[src/rtl/instr_fetch_pkg.sv]
// Shared constants and types for the instruction fetch stage.
// Widths, opcode values and the fetch FSM state type live here.
package instr_fetch_pkg;

  localparam int ADDR_W_D  = 4;
  localparam int INSTR_W_D = 16;

  localparam logic [2:0] OP_ADD  = 3'b000;
  localparam logic [2:0] OP_SUB  = 3'b001;
  localparam logic [2:0] OP_LOAD = 3'b010;
  localparam logic [2:0] OP_HALT = 3'b111;

  typedef enum logic [1:0] {
    IDLE,
    RUN,
    HALTED
  } state_t;

endpackage

[src/rtl/ifid_reg.sv]
// IF/ID pipeline register with load, flush and valid-kill controls.
// Flush wins over load; load wins over kill; otherwise contents hold.
module ifid_reg
  import instr_fetch_pkg::*;
#(
  parameter int ADDR_W  = ADDR_W_D,
  parameter int INSTR_W = INSTR_W_D
) (
  input  logic               clk,
  input  logic               rst,
  input  logic               flush,
  input  logic               load,
  input  logic               kill,
  input  logic [INSTR_W-1:0] d_instr,
  input  logic [ADDR_W-1:0]  d_pc,
  output logic               valid,
  output logic [INSTR_W-1:0] instr,
  output logic [ADDR_W-1:0]  pc
);

  always_ff @(posedge clk or posedge rst) begin
    if (rst) begin
      valid <= 1'b0;
      instr <= '0;
      pc    <= '0;
    end else if (flush) begin
      valid <= 1'b0;
      instr <= '0;
      pc    <= '0;
    end else if (load) begin
      valid <= 1'b1;
      instr <= d_instr;
      pc    <= d_pc;
    end else if (kill) begin
      valid <= 1'b0;
    end
  end

endmodule

[src/rtl/instr_fetch.sv]
// Instruction fetch stage: PC, IDLE/RUN/HALTED control FSM and IF/ID.
// Redirect overrides stall, halt detection and start.
module instr_fetch
  import instr_fetch_pkg::*;
#(
  parameter int         ADDR_W  = ADDR_W_D,
  parameter int         INSTR_W = INSTR_W_D,
  parameter logic [2:0] HALT_OP = OP_HALT
) (
  input  logic               clk,
  input  logic               rst,
  input  logic               start,
  input  logic               stall,
  input  logic               redirect_valid,
  input  logic [ADDR_W-1:0]  redirect_pc,
  output logic [ADDR_W-1:0]  imem_addr,
  input  logic [INSTR_W-1:0] imem_instr,
  output logic               ifid_valid,
  output logic [INSTR_W-1:0] ifid_instr,
  output logic [ADDR_W-1:0]  ifid_pc,
  output logic               halted
);

  state_t            state;
  logic [ADDR_W-1:0] pc;
  logic              fetch;
  logic              kill;
  logic              is_halt;

  assign is_halt = imem_instr[INSTR_W-1 -: 3] == HALT_OP;
  assign fetch   = (state == RUN) && !stall && !redirect_valid;
  assign kill    = (state == HALTED) && !stall && !redirect_valid;

  assign imem_addr = pc;
  assign halted    = (state == HALTED);

  always_ff @(posedge clk or posedge rst) begin
    if (rst) begin
      state <= IDLE;
      pc    <= '0;
    end else if (redirect_valid) begin
      pc <= redirect_pc;
      if (state != IDLE) state <= RUN;
    end else begin
      unique case (state)
        IDLE: if (start) state <= RUN;
        RUN: begin
          if (!stall) begin
            if (is_halt) state <= HALTED;
            else         pc    <= pc + 1'b1;
          end
        end
        HALTED: ;
        default: state <= IDLE;
      endcase
    end
  end

  ifid_reg #(
    .ADDR_W (ADDR_W),
    .INSTR_W(INSTR_W)
  ) u_ifid (
    .clk    (clk),
    .rst    (rst),
    .flush  (redirect_valid),
    .load   (fetch),
    .kill   (kill),
    .d_instr(imem_instr),
    .d_pc   (pc),
    .valid  (ifid_valid),
    .instr  (ifid_instr),
    .pc     (ifid_pc)
  );

endmodule

[config.mk]
export PLATFORM = sky130hd
export DESIGN_NAME = instr_fetch
export DESIGN_NICKNAME = d
export VERILOG_FILES = /design/src/rtl/instr_fetch_pkg.sv /design/src/rtl/ifid_reg.sv /design/src/rtl/instr_fetch.sv
export SDC_FILE = /design/constraint.sdc
export NUM_CORES = 1
export LEC_CHECK = 0
export BUFFER_PORTS_ARGS = -buffer_cell sky130_fd_sc_hd__buf_2
export CAP_MARGIN = 20
export CORE_MARGIN = 2
export CORE_UTILIZATION = 45
export DETAILED_ROUTE_END_ITERATION = 8
export PLACE_DENSITY = 0.84
export SYNTH_ARGS = -nofsm -noshare
export SYNTH_HDL_FRONTEND = slang
export SYNTH_SLANG_ARGS = --single-unit
[constraint.sdc]
create_clock -name clk -period 1.85 [get_ports clk]
set_input_delay 0.185 -clock clk [delete_from_list [all_inputs] [get_ports clk]]
set_output_delay 0.185 -clock clk [all_outputs]
set_load 0.1 [all_outputs]
==> metrics.txt, run 1 <==
status=complete, no violations; mapped cell area=1110 sq um; period utilization=93.3%; Highest Signal Layer=met3; initial antenna violation count=0; clock slew at reported path FFs=0.16 ns; WL met1=1100 microns; Clk Tree Root Cell=clkbuf_4; Max Slew Vio Count=0; row cnt=18; Worst path max stage delay=0.50 ns; reg2reg start=state[0]$_DFFE_PP0P_; worst min path class=in2reg; ANT cells=0; Top Ports=51; Setup crit start kind=flip-flop; routability congestion estimate=0.865; First-pass DRT Iterations=4; Post-Synthesis Cells=93; antenna viol nets, final=0; CTS Buffer Depth=2; clk sinks=27; insertion delay to the later sink of the worst-skew pair=0.32 ns; vias=935; Slew Limit Headroom=49.4%; first-pass GRT wire length=3930 microns; IO Port Bufs=50; total die area=2890 sq um; Hold Path End=u_ifid.instr[7]$_DFFE_PP0P_; Hold Crit Depth=2; share of cells above drive strength 1=40.0%; total grt overflow=0; Final Setup Violations=0; wire length per cell=13.8 microns; reg2reg end=imem_addr[3]$_DFFE_PP0P_; worst ir drop on vdd=532 uV; critical-path cell list=buf_4, or3b_1, or4_1, a31oi_1; core box area=2410 sq um; Nets=172; H-tree levels=1; R2R Setup Slk=0.12 ns; cells on worst reg2reg path=4; Die Span X=53.7 microns; max cap viols=0; sequential share of the synthesized area=60.7%; Worst Max-Slew Pin Slew=0.758 ns; largest net degree at the start of global routing=21; starting DRC count in detailed routing=20; Met3 Wirelength=149 microns; Detailed Route WL=2420 microns; setup_tns=0 ns; Hold Startpoint=imem_instr[7]; Syn Nets=119; P&R area growth vs syn=29.4%; Pwr per Cell Area=1030 nW/um^2; synth unique cells=26; Layout fillers=207; worst path arrival time=1.99 ns; post-synthesis sequential element count=27; post-route design area=1440 sq um; Hold Vio Cnt, Final=0; Crit. End Element=flip-flop; cts bufs inserted=3; crit path max-delay cell type=or4_1; final setup skew=0.0190 ns; DRC viols=0; starting density of the core=46.2%; Syn Area/Cell=12.0 sq um; worst-path fanout max=8; dpl hpwl=1830 microns; vias per cell=5.34; yosys warns=0; Lkg Pwr=0.769 nW; vias in the first global route=901; Worst Setup Path Type=reg2reg; Post-DP Area=1400 sq um; fmax=580 MHz; RSZ-0062 raised after global routing=false; WL met2=1170 microns; die height=53.7 microns; TritonCTS clock tree=yes; critical path required time=2.11 ns; minimum clock period=1.73 ns; Total GRT Usage=18.2%
[where the power goes]
group	internal, mW	total [mW]	switching, mW
combinational	0.103	0.549	0.446
sequential	0.638	0.673	0.0355
clock	0.0824	0.253	0.171
total	0.824	1.48	0.653
[cells in the mapped netlist, drive strengths merged]
library cell,instances,area [sq um]
a21oi,2,10.0
a22o,20,175
a31oi,3,18.8
and2b,1,7.51
and3,1,6.26
buf,2,10.0
clkbuf,4,16.3
dfrtp,27,676
ha,1,12.5
inv,3,11.3
nand2,1,3.75
nand3,4,20.0
nand4,1,6.26
nand4b,1,8.76
nor2,6,22.5
nor2b,1,6.26
nor3b,3,22.5
o21a,1,7.51
o21ai,5,25.0
o21bai,1,7.51
o311ai,1,8.76
o31ai,1,7.51
or3,1,6.26
or3b,1,8.76
or4,1,7.51
[worst max-delay path by stage]
stage	slack, ns	endpoint	start
2_1_floorplan	0.04	imem_addr[2]$_DFFE_PP0P_	imem_addr[0]$_DFFE_PP0P_
3_3_place_gp	0.12	u_ifid.instr[13]$_DFFE_PP0P_	state[0]$_DFFE_PP0P_
3_5_place_dp	0.01	u_ifid.instr[1]$_DFFE_PP0P_	state[1]$_DFFE_PP0P_
4_1_cts	0.13	halted	state[0]$_DFFE_PP0P_
5_1_grt	0.04	imem_addr[3]$_DFFE_PP0P_	state[0]$_DFFE_PP0P_
6_report	0.12	imem_addr[3]$_DFFE_PP0P_	state[0]$_DFFE_PP0P_
[sequential cells by signal, indices dropped and copies added, names as in the netlist]
register and count:
imem_addr 4, u_ifid.valid 1, u_ifid.pc 4, u_ifid.instr 16
state 2
[cell type report]
class                   count  area [sq um]  share of cell area, %
repair buffers             54           283                   19.7
inverters                   3          11.3                  0.783
clock inverters             1          7.51                  0.522
well taps                  30          37.5                   2.61
flip-flops and latches     27           676                   47.0
multi-input cells          57           402                   27.9
clock buffers               3          22.5                   1.57
[through the flow]
stage,std cells,power [mW],utilization [%],hold WS (ns),setup slack [ns]
detailed placement,170,1.23,57.9,0.132,0.0135
floorplan,93,1.12,-,0.238,0.0354
global placement,170,1.22,57.9,0.123,0.123
CTS,175,1.49,59.7,0.0536,0.128
global route,175,1.55,59.7,0.0489,0.0419
finish,175,1.48,59.7,0.0673,0.125
[kinds of logic after synthesis]
family	count (synthesis)	share of synthesized area [%]
simple gates	22	11.4
buf+inv	9	3.37
compound gates	34	23.4
flops	27	60.7
fa+ha+maj	1	1.12
[layout by cell type (no fill, tap or decap), types with 2 or more instances in the layout]
cell type	instances
buf_2	50
nor3b_1	3
a31oi_1	3
nand3_1	4
nor2_1	5
dfrtp_1	27
buf_4	3
a21oi_1	2
clkbuf_4	3
a22o_1	20
o21ai_0	5
inv_1	3
[repair_timing]
item | 4_1_cts | 5_1_grt
gates resized for setup | 1 | 0
hold endpoints to repair | 7 | 0
setup buffers | 0 | 0
hold buffers | 1 | 0
setup endpoints to repair | 19 | 0
[worst max-delay path: cells and delay by family, from the launching register on]
kind	cells	cell delay, ns
AO/OA/AOI/OAI	1	0.18
flip-flops	1	0.39
AND/OR/NAND/NOR	2	0.94
buffers and inverters	1	0.15
[routing by layer]
layer | vias up | global-route usage (%)
met1 | 441 | 24.6
met2 | 32 | 30.1
met4 | 0 | 3.85
li1 | 462 | -
met5 | - | 0
met3 | 0 | 3.61
No activity file was read; power rests on OpenSTA's default activity.
==> run 2: changes to the inputs <==
CELL_PAD_IN_SITES_DETAIL_PLACEMENT = 0   (was not set)
CELL_PAD_IN_SITES_GLOBAL_PLACEMENT = 1   (was not set)
CORE_UTILIZATION = 34   (was 45)
==> metrics.txt, run 2 (synthesis gave the netlist of run 1 again) <==
status=complete, no violations; setup_tns=0 ns; cts bufs inserted=3; share of cells above drive strength 1=38.6%; CP delay by family, top=simple AND/OR/NAND/NOR gates; TritonCTS clock tree=yes; Place WS=0.235 ns; buffers and inverters on the worst path=0; row cnt=20; internal power=0.825 mW; Detailed Route WL=2530 microns; ANT cells=0; vias=963; Pwr per Cell Area=1010 nW/um^2; cells on worst reg2reg path=3; initial antenna violation count=0; max cap viols=0; Die Span X=61.2 microns; clock slew at reported path FFs=0.13 ns; Slew Limit Headroom=67.5%; worst path arrival time=1.89 ns; largest net degree at the start of global routing=21; clk sinks=27; Hold Startpoint=imem_instr[2]; Hold-fix buffers, CTS=1; Final Setup Violations=0; Crit. End Element=flip-flop; max reg flops=16; commonest non-fill, non-tap cell in the layout=buf_2; core box area=3080 sq um; crit path max-delay cell type=or4_1; P_sw=0.638 mW; switching portion of total power=43.6%; fmax=606 MHz; DRC viols=0; critical-path cell list=or3b_1, or4_1, a31oi_1; vias in the first global route=950; R2R Setup Slk=0.20 ns; Total GRT Usage=14.4%; Layout fillers=309; vias per cell=5.10; starting density of the core=36.1%; worst-path fanout max=7; period utilization=89.1%; Worst path max stage delay=0.49 ns; total grt overflow=0; final setup margin=0.201 ns; RSZ-0062 raised after global routing=false; minimum clock period=1.65 ns; Setup crit start kind=flip-flop; Clk Tree Root Cell=clkbuf_4; First-pass DRT Iterations=4; Flop pwr share=46.1%; routability congestion estimate=0.762; Worst Max-Slew Pin Slew=0.491 ns; post-cts resize count=0; Max Slew Vio Count=0; worst ir drop on vdd=287 uV; critical path required time=2.09 ns; Post-CTS Setup Repair Bufs=0; first-pass GRT wire length=4030 microns; commonest non-fill, non-tap cells in the layout=50 x buf_2, 27 x dfrtp_1, 20 x a22o_1; Clk pwr share=16.3%; Hold Vio Cnt, Final=0; H-tree levels=1; P&R area growth vs syn=30.4%; Nets=172; Hold Crit Depth=2; Comb power frac=37.6%; starting DRC count in detailed routing=32; Biggest register=u_ifid.instr; Lkg Pwr=0.771 nW; antenna viol nets, final=0; die height=61.2 microns; Worst Setup Path Type=reg2reg; IO Port Bufs=50; worst min path class=in2reg; reg2reg start=state[1]$_DFFE_PP0P_; Top Ports=51; Hold Path End=u_ifid.instr[2]$_DFFE_PP0P_; CTS Buffer Depth=2; reg2reg end=imem_addr[3]$_DFFE_PP0P_; total die area=3740 sq um; insertion delay to the later sink of the worst-skew pair=0.31 ns; final setup skew=0.00136 ns; wire length per cell=13.4 microns
-- run 2: changes by cell type in the layout (fill, tap and decap cells not counted), sizes merged --
cell,previous run,this run
clkbuf,3,4
clkinvlp,1,0
-- run 2: power by group through the flow --
stage	sequential, mW	combinational, mW	clock, mW
after CTS	0.675	0.554	0.257
final	0.675	0.550	0.239
after global placement	0.684	0.546	0
after detailed placement	0.688	0.551	0
after global routing	0.682	0.576	0.274
after floorplan	1.02	0.101	0
-- run 2: cell type report --
cell class              instances  area (sq um)  share of cell area [%]
flip-flops and latches         27           676                    46.6
multi-input cells              57           399                    27.5
repair buffers                 54           283                    19.5
well taps                      44          55.1                    3.80
clock buffers                   4          26.3                    1.81
inverters                       3          11.3                   0.777
-- run 2: worst max path at each step --
stage,startpoint,end,slack [ns],cells after the start
2_1_floorplan,imem_addr[0]$_DFFE_PP0P_,imem_addr[2]$_DFFE_PP0P_,0.04,4
3_3_place_gp,state[0]$_DFFE_PP0P_,imem_addr[3]$_DFFE_PP0P_,0.29,3
3_5_place_dp,state[0]$_DFFE_PP0P_,imem_addr[3]$_DFFE_PP0P_,0.24,3
4_1_cts,state[0]$_DFFE_PP0P_,imem_addr[3]$_DFFE_PP0P_,0.21,3
5_1_grt,state[0]$_DFFE_PP0P_,imem_addr[3]$_DFFE_PP0P_,0.1,3
6_report,state[1]$_DFFE_PP0P_,imem_addr[3]$_DFFE_PP0P_,0.20,3
-- run 2: through the flow --
stage	cells	power [mW]	hold slack [ns]	util, %	instance area (sq um)
2_1_floorplan	93	1.12	0.238	-	1110
3_3_place_gp	184	1.23	0.126	45.9	1410
3_5_place_dp	184	1.24	0.132	45.9	1410
4_1_cts	189	1.49	0.0690	47.1	1450
5_1_grt	189	1.53	0.0637	47.1	1450
6_report	189	1.46	0.0832	47.1	1450
-- run 2: routing by layer --
| metal | share of wire, % | vias up | global-route usage (%) |
|---|---|---|---|
| met5 | 0 | - | 0 |
| met4 | 0.32 | 0 | 4.66 |
| met3 | 5.9 | 2 | 3.15 |
| met2 | 48 | 32 | 25.4 |
| met1 | 45 | 473 | 17.4 |
| li1 | - | 456 | - |
==> run 3: changes to the inputs <==
CORE_MARGIN = 3   (was 2)
==> metrics.txt, run 3 (synthesis gave the netlist of run 1 again) <==
status=complete, no violations; cells on worst reg2reg path=4; Lkg Pwr=0.772 nW; share of cells above drive strength 1=40.0%; placed cell count=184; ANT cells=0; dpl hpwl=2020 microns; switching portion of total power=44.0%; first-pass GRT wire length=4660 microns; critical path required time=1.66 ns; Max Slew Vio Count=0; clock slew at reported path FFs=0.14 ns; Layout fillers=310; worst path arrival time=1.48 ns; Worst Max-Slew Pin Slew=0.784 ns; vias=944; initial antenna violation count=0; buffers and inverters on the worst path=2; clk sinks=27; H-tree levels=1; wire length per cell=13.8 microns; final setup margin=0.183 ns; max cap viols=0; Place WS=0.00232 ns; total die area=3990 sq um; die height=63.2 microns; P&R area growth vs syn=30.7%; Final Setup Violations=0; Pwr per Cell Area=1010 nW/um^2; P_sw=0.645 mW; Clk Tree Root Cell=clkbuf_4; crit path max-delay cell type=buf_2; TritonCTS clock tree=yes; Biggest register=u_ifid.instr; setup_tns=0 ns; final setup skew=0.00405 ns; vias in the first global route=986; IO Port Bufs=50; Comb power frac=37.5%; commonest non-fill, non-tap cell in the layout=buf_2; Hold Vio Cnt, Final=0; Setup crit start kind=flip-flop; fmax=600 MHz; Post-CTS Setup Repair Bufs=0; max reg flops=16; worst min path class=in2reg; vias per cell=4.99; worst-path fanout max=8; Slew Limit Headroom=47.7%; Total GRT Usage=14.3%; routability congestion estimate=0.715; cts bufs inserted=3; starting density of the core=36.1%; Worst path max stage delay=0.42 ns; largest net degree at the start of global routing=21; Flop pwr share=45.9%; starting DRC count in detailed routing=18; Die Span X=63.2 microns; period utilization=90.1%; Detailed Route WL=2620 microns; antenna viol nets, final=0; CP delay by family, top=buffers and inverters; Hold Crit Depth=3; core box area=3080 sq um; Crit. End Element=primary output; CTS Buffer Depth=2; First-pass DRT Iterations=4; insertion delay to the later sink of the worst-skew pair=0.31 ns; Levels on crit path=3; total grt overflow=0; Nets=172; row cnt=20; critical-path cell list=buf_4, and2b_1, buf_2; Top Ports=51; Clk pwr share=16.6%; internal power=0.822 mW; worst ir drop on vdd=303 uV; commonest non-fill, non-tap cells in the layout=50 x buf_2, 27 x dfrtp_1, 20 x a22o_1; Worst Setup Path Type=reg2out; minimum clock period=1.67 ns; DRC viols=0; RSZ-0062 raised after global routing=false; non-filler cells, final=189
==> run 3: per-stage QoR <==
step / area [sq um] / hold WS [ns] / power, mW / util (%)
2_1_floorplan: 1110 / 0.238 / 1.12 / -
3_3_place_gp: 1410 / 0.130 / 1.23 / 45.9
3_5_place_dp: 1410 / 0.135 / 1.24 / 45.9
4_1_cts: 1450 / 0.0635 / 1.49 / 47.2
5_1_grt: 1450 / 0.0557 / 1.55 / 47.2
6_report: 1450 / 0.0719 / 1.47 / 47.2
==> run 3: final cells by class <==
| cell class | count | area (sq um) | share of cell area (%) |
|---|---|---|---|
| sequential | 27 | 676 | 46.5 |
| multi-input combinational | 57 | 402 | 27.6 |
| timing repair buffer | 54 | 283 | 19.4 |
| tap | 44 | 55.1 | 3.79 |
| clock buffer | 3 | 22.5 | 1.55 |
| inverter | 3 | 11.3 | 0.775 |
| clock inverter | 1 | 5.00 | 0.344 |
==> run 3: worst paths after layout <==
check | startpoint | to | slack [ns]
max in group asynchronous | rst | u_ifid.valid$_DFFE_PP0P_ | 0.98
hold reg to reg | u_ifid.instr[8]$_DFFE_PP0P_ | u_ifid.instr[8]$_DFFE_PP0P_ | 0.51
setup reg to reg | state[0]$_DFFE_PP0P_ | imem_addr[3]$_DFFE_PP0P_ | 0.19
hold / removal | redirect_pc[2] | imem_addr[2]$_DFFE_PP0P_ | 0.07
min in group asynchronous | rst | u_ifid.instr[9]$_DFFE_PP0P_ | 0.33
setup / recovery | state[0]$_DFFE_PP0P_ | halted | 0.18
==> run 3: worst register-to-register path, cell delays in order, from the launching register on <==
cell and delay (ns):
dfrtp_1 0.36, buf_4 0.14, or3b_1 0.44, or4_1 0.49, a31oi_1 0.17
==> run 3: timing repair <==
action | CTS | global route
endpoints found under the hold margin | 7 | 0
gates resized for setup | 1 | 0
hold buffers | 1 | 0
endpoints found under the setup margin | 20 | 0
==> run 3: power groups by stage <==
stage / clock network (mW) / logic [mW] / registers, mW
finish: 0.243 / 0.550 / 0.674
global route: 0.289 / 0.578 / 0.684
CTS: 0.257 / 0.554 / 0.675
detailed placement: 0 / 0.551 / 0.687
global placement: 0 / 0.545 / 0.684
floorplan: 0 / 0.101 / 1.02
==> run 3: layer usage <==
| metal | track usage [%] | routed length (microns) | vias up |
|---|---|---|---|
| met5 | 0 | 0 | - |
| met4 | 4.85 | 14 | 0 |
| met3 | 3.03 | 174 | 2 |
| met2 | 23.8 | 1270 | 30 |
| met1 | 18.6 | 1160 | 457 |
| li1 | - | - | 455 |
